**config.mk**
```make
export PLATFORM = sky130hd
export DESIGN_NAME = aes_out_serializer_flat
export DESIGN_NICKNAME = d
export VERILOG_FILES = /design/src/rtl/aes_out_serializer_if.sv /design/src/rtl/aes_out_serializer.sv /design/src/flat_wrapper.sv
export SDC_FILE = /design/constraint.sdc
export NUM_CORES = 1
export LEC_CHECK = 0
export ABC_AREA = 1
export CAP_MARGIN = 20
export CORE_UTILIZATION = 37
export CTS_CLUSTER_DIAMETER = 50
export DETAILED_ROUTE_END_ITERATION = 16
export PLACE_DENSITY_LB_ADDON = 0.08
export SYNTH_ARGS = -nofsm -noshare
export SYNTH_HDL_FRONTEND = slang
export SYNTH_SLANG_ARGS = --single-unit
```
**constraint.sdc**
```tcl
create_clock -name AES_clk -period 9.74 [get_ports AES_clk]
set_clock_uncertainty 0.15 [all_clocks]
set_input_delay 1.948 -clock AES_clk [delete_from_list [all_inputs] [get_ports AES_clk]]
set_output_delay 1.948 -clock AES_clk [all_outputs]
set_load 0.005 [all_outputs]
```
**src/rtl/aes_out_serializer_if.sv**
```systemverilog
// Bundles the block input stream and the word output stream of the AES output serializer.
//   blk_valid / blk_data : one 128-bit result per high cycle, no back-pressure
//   word_valid / word_ready / word_data / word_last : 32-bit valid/ready word stream
// Modport slave is the serializer itself; master is the environment that drives it.
interface aes_out_serializer_if;
    logic         blk_valid;
    logic [127:0] blk_data;
    logic         word_ready;
    logic         word_valid;
    logic [31:0]  word_data;
    logic         word_last;

    modport slave (
        input  blk_valid,
        input  blk_data,
        input  word_ready,
        output word_valid,
        output word_data,
        output word_last
    );

    modport master (
        output blk_valid,
        output blk_data,
        output word_ready,
        input  word_valid,
        input  word_data,
        input  word_last
    );
endinterface

```
**src/rtl/aes_out_serializer.sv**
```systemverilog
// AES output serializer: buffers 128-bit AES results in a DEPTH-block circular FIFO and drains
// each block as four 32-bit words, most significant word first.
// Ports:
//   AES_clk, AES_rst_n : clock, asynchronous active-low reset
//   bus (slave)        : block input stream and word output stream
//   fifo_level         : blocks stored, including the one being drained
//   overflow           : sticky flag, a block arrived while full with no pop
//   ovf_clr            : synchronous clear of overflow (a new drop in the same cycle wins)
module aes_out_serializer #(
    parameter int unsigned DEPTH = 2,
    parameter int unsigned LVL_W = $clog2(DEPTH + 1)
) (
    input  logic               AES_clk,
    input  logic               AES_rst_n,
    aes_out_serializer_if.slave bus,
    output logic [LVL_W-1:0]   fifo_level,
    output logic               overflow,
    input  logic               ovf_clr
);

    localparam int unsigned      PTR_W   = (DEPTH > 1) ? $clog2(DEPTH) : 1;
    localparam logic [PTR_W-1:0] LastPtr = PTR_W'(DEPTH - 1);
    localparam logic [LVL_W-1:0] FullCnt = LVL_W'(DEPTH);

    logic [127:0]     r_mem [DEPTH];
    logic [PTR_W-1:0] r_wr_ptr;
    logic [PTR_W-1:0] r_rd_ptr;
    logic [LVL_W-1:0] r_count;
    logic [1:0]       r_idx;
    logic             r_overflow;

    logic             w_empty;
    logic             w_full;
    logic             w_xfer;
    logic             w_pop;
    logic             w_push;
    logic             w_drop;
    logic [127:0]     w_head;
    logic [31:0]      w_word;

    assign w_empty = (r_count == '0);
    assign w_full  = (r_count == FullCnt);
    assign w_xfer  = ~w_empty & bus.word_ready;
    assign w_pop   = w_xfer & (r_idx == 2'd3);
    // A full FIFO still accepts a block when the head retires in the same cycle.
    assign w_push  = bus.blk_valid & (~w_full | w_pop);
    assign w_drop  = bus.blk_valid & w_full & ~w_pop;

    // Block storage needs no reset: word_data is forced to zero while empty.
    always_ff @(posedge AES_clk) begin
        if (w_push) begin
            r_mem[r_wr_ptr] <= bus.blk_data;
        end
    end

    always_ff @(posedge AES_clk or negedge AES_rst_n) begin
        if (!AES_rst_n) begin
            r_wr_ptr   <= '0;
            r_rd_ptr   <= '0;
            r_count    <= '0;
            r_idx      <= 2'd0;
            r_overflow <= 1'b0;
        end else begin
            if (w_push) begin
                r_wr_ptr <= (r_wr_ptr == LastPtr) ? '0 : r_wr_ptr + 1'b1;
            end
            if (w_pop) begin
                r_rd_ptr <= (r_rd_ptr == LastPtr) ? '0 : r_rd_ptr + 1'b1;
            end
            if (w_push && !w_pop) begin
                r_count <= r_count + 1'b1;
            end else if (w_pop && !w_push) begin
                r_count <= r_count - 1'b1;
            end
            // idx wraps 3 -> 0 on its own, which coincides with the pop.
            if (w_xfer) begin
                r_idx <= r_idx + 2'd1;
            end
            if (w_drop) begin
                r_overflow <= 1'b1;
            end else if (ovf_clr) begin
                r_overflow <= 1'b0;
            end
        end
    end

    assign w_head = r_mem[r_rd_ptr];

    always_comb begin
        w_word = 32'd0;
        unique case (r_idx)
            2'd0: w_word = w_head[127:96];
            2'd1: w_word = w_head[95:64];
            2'd2: w_word = w_head[63:32];
            2'd3: w_word = w_head[31:0];
        endcase
    end

    // Outputs depend only on registered state, never on word_ready or blk_*.
    assign bus.word_valid = ~w_empty;
    assign bus.word_data  = w_empty ? 32'd0 : w_word;
    assign bus.word_last  = ~w_empty & (r_idx == 2'd3);
    assign fifo_level     = r_count;
    assign overflow       = r_overflow;

endmodule

```
**src/flat_wrapper.sv**
```systemverilog
// flat-port wrapper written by rule: the top's interface ports become plain ports
module aes_out_serializer_flat 
#(
    parameter int unsigned DEPTH = 2,
    parameter int unsigned LVL_W = $clog2(DEPTH + 1)
)
  (AES_clk, AES_rst_n, fifo_level, overflow, ovf_clr, bus_blk_valid, bus_blk_data, bus_word_ready, bus_word_valid, bus_word_data, bus_word_last);
  aes_out_serializer_if bus_i ();
  input  logic AES_clk;
  input  logic AES_rst_n;
  output logic [LVL_W-1:0] fifo_level;
  output logic overflow;
  input  logic ovf_clr;
  input wire logic [$bits(bus_i.blk_valid)-1:0] bus_blk_valid;
  input wire logic [$bits(bus_i.blk_data)-1:0] bus_blk_data;
  input wire logic [$bits(bus_i.word_ready)-1:0] bus_word_ready;
  output wire logic [$bits(bus_i.word_valid)-1:0] bus_word_valid;
  output wire logic [$bits(bus_i.word_data)-1:0] bus_word_data;
  output wire logic [$bits(bus_i.word_last)-1:0] bus_word_last;
  assign bus_i.blk_valid = bus_blk_valid;
  assign bus_i.blk_data = bus_blk_data;
  assign bus_i.word_ready = bus_word_ready;
  assign bus_word_valid = bus_i.word_valid;
  assign bus_word_data = bus_i.word_data;
  assign bus_word_last = bus_i.word_last;
  aes_out_serializer #(.DEPTH(DEPTH), .LVL_W(LVL_W)) u_core (.AES_clk(AES_clk), .AES_rst_n(AES_rst_n), .bus(bus_i), .fifo_level(fifo_level), .overflow(overflow), .ovf_clr(ovf_clr));
endmodule
```
==> insert_results.sql <==
INSERT INTO impl_metrics (metric_group, metric, value, unit) VALUES
('timing', 'worst_pin_slew', '930', 'ps'),
('worst_hold_path', 'hold_path_class', 'flop to flop', ''),
('global_route', 'grt_first_pass_wirelength', '38200', 'µm'),
('synthesis', 'synth_top_flop_cell', 'edfxtp_1', ''),
('synthesis', 'synth_common_cells', 'nand2_1 (391), edfxtp_1 (256), a21oi_1 (87), inv_1 (61), nand3_1 (34)', ''),
('setup_path', 'critical_path.max_fanout', '33', ''),
('routing', 'detail_route.wirelength', '25600', 'µm'),
('global_route', 'gr-usage-all-layers', '0.174', ''),
('synthesis', 'synthesis.nets', '1060', ''),
('clock_tree', 'tritoncts_clock_tree', 'done', ''),
('floorplanning', 'fp-row-count', '61', ''),
('floorplanning', 'design.portCount', '170', ''),
('clock_tree', 'cts_buffers', '34', ''),
('synthesis', 'number_of_synthesized_flops_with_an_enable_pin', '256', ''),
('pwr', 'power_per_cell_area', '324', 'mW/mm²'),
('floorplanning', 'initial_core_util', '0.380', ''),
('pwr', 'p_clk_frac', '0.268', ''),
('synthesis', 'synthDominantAreaCellType', 'edfxtp_1', ''),
('timing', 'rsz0062_at_grt', 'no', ''),
('global_route', 'grt_max_degree', '69', ''),
('placed_design', 'gp_congestion', '0.755', ''),
('routing', 'drc', '0', ''),
('timing', 'hold-worst-slack', '320', 'ps'),
('floorplanning', 'floorplan.core_area', '0.0282', 'mm²'),
('synthesis', 'top_count_cell_post_synth', 'nand2_1', ''),
('cells_and_area', 'final_layout_net_count', '1229', ''),
('routing', 'via_density_per_instance', '4.64', ''),
('cells_and_area', 'num-fill-cells', '2564', ''),
('worst_hold_path', 'hold-path-cell-count', '2', ''),
('cells_and_area', 'layout-area-overhead-vs-synth', '29.2', '%'),
('placed_design', 'dp_hpwl', '15400', 'µm'),
('cells_and_area', 'final_util', '0.491', ''),
('timing', 'fin_crit', '5610', 'ps'),
('timing', 'final.setup.worst_slack', '4130', 'ps'),
('synthesis', 'mappedNetlistArea', '0.0107', 'mm²'),
('routing', 'drt_first_iter_violations', '436', ''),
('routing', 'vias_post_dr', '6941', ''),
('routing', 'final_antenna_net_count', '0', ''),
('synthesis', 'postSynthAreaPerCell', '11.6', 'µm²'),
('run_status', 'result_of_the_run', 'completed', ''),
('clock_tree', 'post_cts_buffers', '0', ''),
('pwr', 'total_switching_power', '1.54', 'mW'),
('synthesis', 'ys_warnings', '0', ''),
('timing', 'final.setup.tns', '0', 'ps'),
('global_route', 'initial_antenna_violation_count', '3', ''),
('floorplanning', 'die_width', '172', 'µm'),
('clock_tree', 'cts_hold_repair.buffers', '0', ''),
('synthesis', 'postSynth.asyncResetShare', '0.0266', ''),
('pwr', 'share_seq_of_total_power', '0.362', ''),
('clock_tree', 'cts-root-to-sink-buffers', '3', ''),
('synthesis', 'synth_seq_cells', '263', ''),
('synthesis', 'synth_largest_type_area_fraction', '0.718', ''),
('placed_design', 'dp_slack', '4530', 'ps'),
('timing', 'timing_max_transition_violations_final', '0', ''),
('setup_path', 'criticalPathCategory', 'flop to primary output', ''),
('global_route', 'globalRouteOverflowTotal', '0', ''),
('floorplanning', 'die_area', '0.0296', 'mm²'),
('timing', 'min_period_over_period', '0.576', ''),
('setup_path', 'critical_path_required', '7640', 'ps'),
('timing', 'max-slew-margin-rel', '0.380', ''),
('run', 'max-cap-violations', '0', ''),
('timing', 'fmaxAchievable', '178', 'MHz'),
('pwr', 'p_leak', '5.34', 'nW'),
('routing', 'wl_per_cell', '17.1', 'µm'),
('synthesis', 'ys_seq_area_frac', '0.734', ''),
('global_route', 'vias_in_the_first_global_route', '6735', ''),
('clock_tree', 'clock_tree.root_cell', 'clkbuf_16', ''),
('setup_path', 'end_kind', 'primary output', ''),
('placed_design', 'placement.io_buffers', '169', ''),
('clock_tree', 'insertion_delay', '500', 'ps'),
('synthesis', 'synth.area.top_cells', 'edfxtp_1 (72%), nand2_1 (14%), a21oi_1 (4.1%), inv_1 (2.1%), dfrtp_1 (1.6%)', '');
## power by group through the flow
stage	sequential [mW]	combinational (mW)	clock, mW
final	1.62	1.66	1.20
after global routing	1.64	1.88	1.27
after floorplan	1.67	0.970	0
after CTS	1.62	1.71	1.23
after global placement	1.64	1.69	0
after detailed placement	1.64	1.70	0
## critical path, cell delays in order, from the launching register on
cell and delay (ps):
dfrtp_1 420, inv_1 140, ha_2 700, clkinv_1 670, buf_16 360, a21oi_1 190, clkdlybuf4s50_1 530
## per-stage QoR
step           instances  power [mW]  instance area, µm²
6_report            1496        4.48               13800
3_5_place_dp        1433        3.34               12700
2_1_floorplan        922        2.64               10700
4_1_cts             1495        4.56               13800
3_3_place_gp        1432        3.33               12700
5_1_grt             1495        4.79               13800
## registers in the layout, indices dropped and copies added (netlist names)
signal,cells
u_core.r_rd_ptr,1
u_core.r_mem,256
u_core.fifo_level,2
u_core.r_idx,2
u_core.r_wr_ptr,1
u_core.overflow,1
## layout make-up
cell class | instances | area [µm²] | share of cell area
Antenna cell | 1 | 2.50 | 0.000181
Clock buffer | 44 | 952 | 0.0688
Clock inverter | 18 | 150 | 0.0108
Inverter | 74 | 284 | 0.0205
Multi-Input combinational cell | 540 | 2330 | 0.169
Sequential cell | 263 | 7860 | 0.568
Tap cell | 378 | 473 | 0.0342
Timing Repair Buffer | 178 | 1780 | 0.129
## cells by family (layout without fill, tap and decap cells)
logic type / count (synthesis) / count (layout) / share of synthesized area
other: 0 / 1 / 0
and+or+nand+nor: 432 / 432 / 0.156
buffers and inverters: 119 / 314 / 0.0507
adders and majority gates: 5 / 5 / 0.00584
DFF: 263 / 263 / 0.734
AOI/OAI and AO/OA: 99 / 99 / 0.0500
xor gates and xnor gates: 4 / 4 / 0.00327
## final timing paths
kind                       slack, ps                        start                          endpoint
max                             4130  u_core.r_idx[0]$_DFFE_PN0P_                 bus_word_data[24]
min                              320  u_core.r_wr_ptr$_DFFE_PN0N_       u_core.r_wr_ptr$_DFFE_PN0N_
max reg2reg                     5360  u_core.r_idx[0]$_DFFE_PN0P_     u_core.r_mem[1][31]$_DFFE_PP_
min reg2reg                      320  u_core.r_wr_ptr$_DFFE_PN0N_       u_core.r_wr_ptr$_DFFE_PN0N_
max in group asynchronous       7550                    AES_rst_n       u_core.r_rd_ptr$_DFFE_PN0N_
min in group asynchronous       1590                    AES_rst_n  u_core.fifo_level[0]$_DFFE_PN0P_
## routing by layer
metal | GRT usage | part of all wire | vias to the layer above
met3 | 0.0430 | 0.065 | 38
li1 | - | - | 3426
met2 | 0.281 | 0.47 | 185
met1 | 0.236 | 0.45 | 3290
met5 | 0 | 0.00051 | -
met4 | 0.0454 | 0.018 | 2
## cell usage in the layout, fill, tap and decap left out, types with 2 or more instances in the layout
cell type        instances
buf_4                    8
edfxtp_1               256
nor2_1                   4
clkinv_4                 2
clkbuf_16               37
clkinvlp_4               4
inv_2                   12
clkdlybuf4s50_1        169
nand3_1                 34
clkinv_2                 5
a21oi_1                 87
nand2_1                391
ha_2                     3
bufinv_16                2
xor2_1                   3
a21oi_2                 10
inv_1                   59
clkbuf_1                 7
clkinv_1                 7
dfrtp_1                  6
Note: power is estimated with default switching activity, not from simulation.
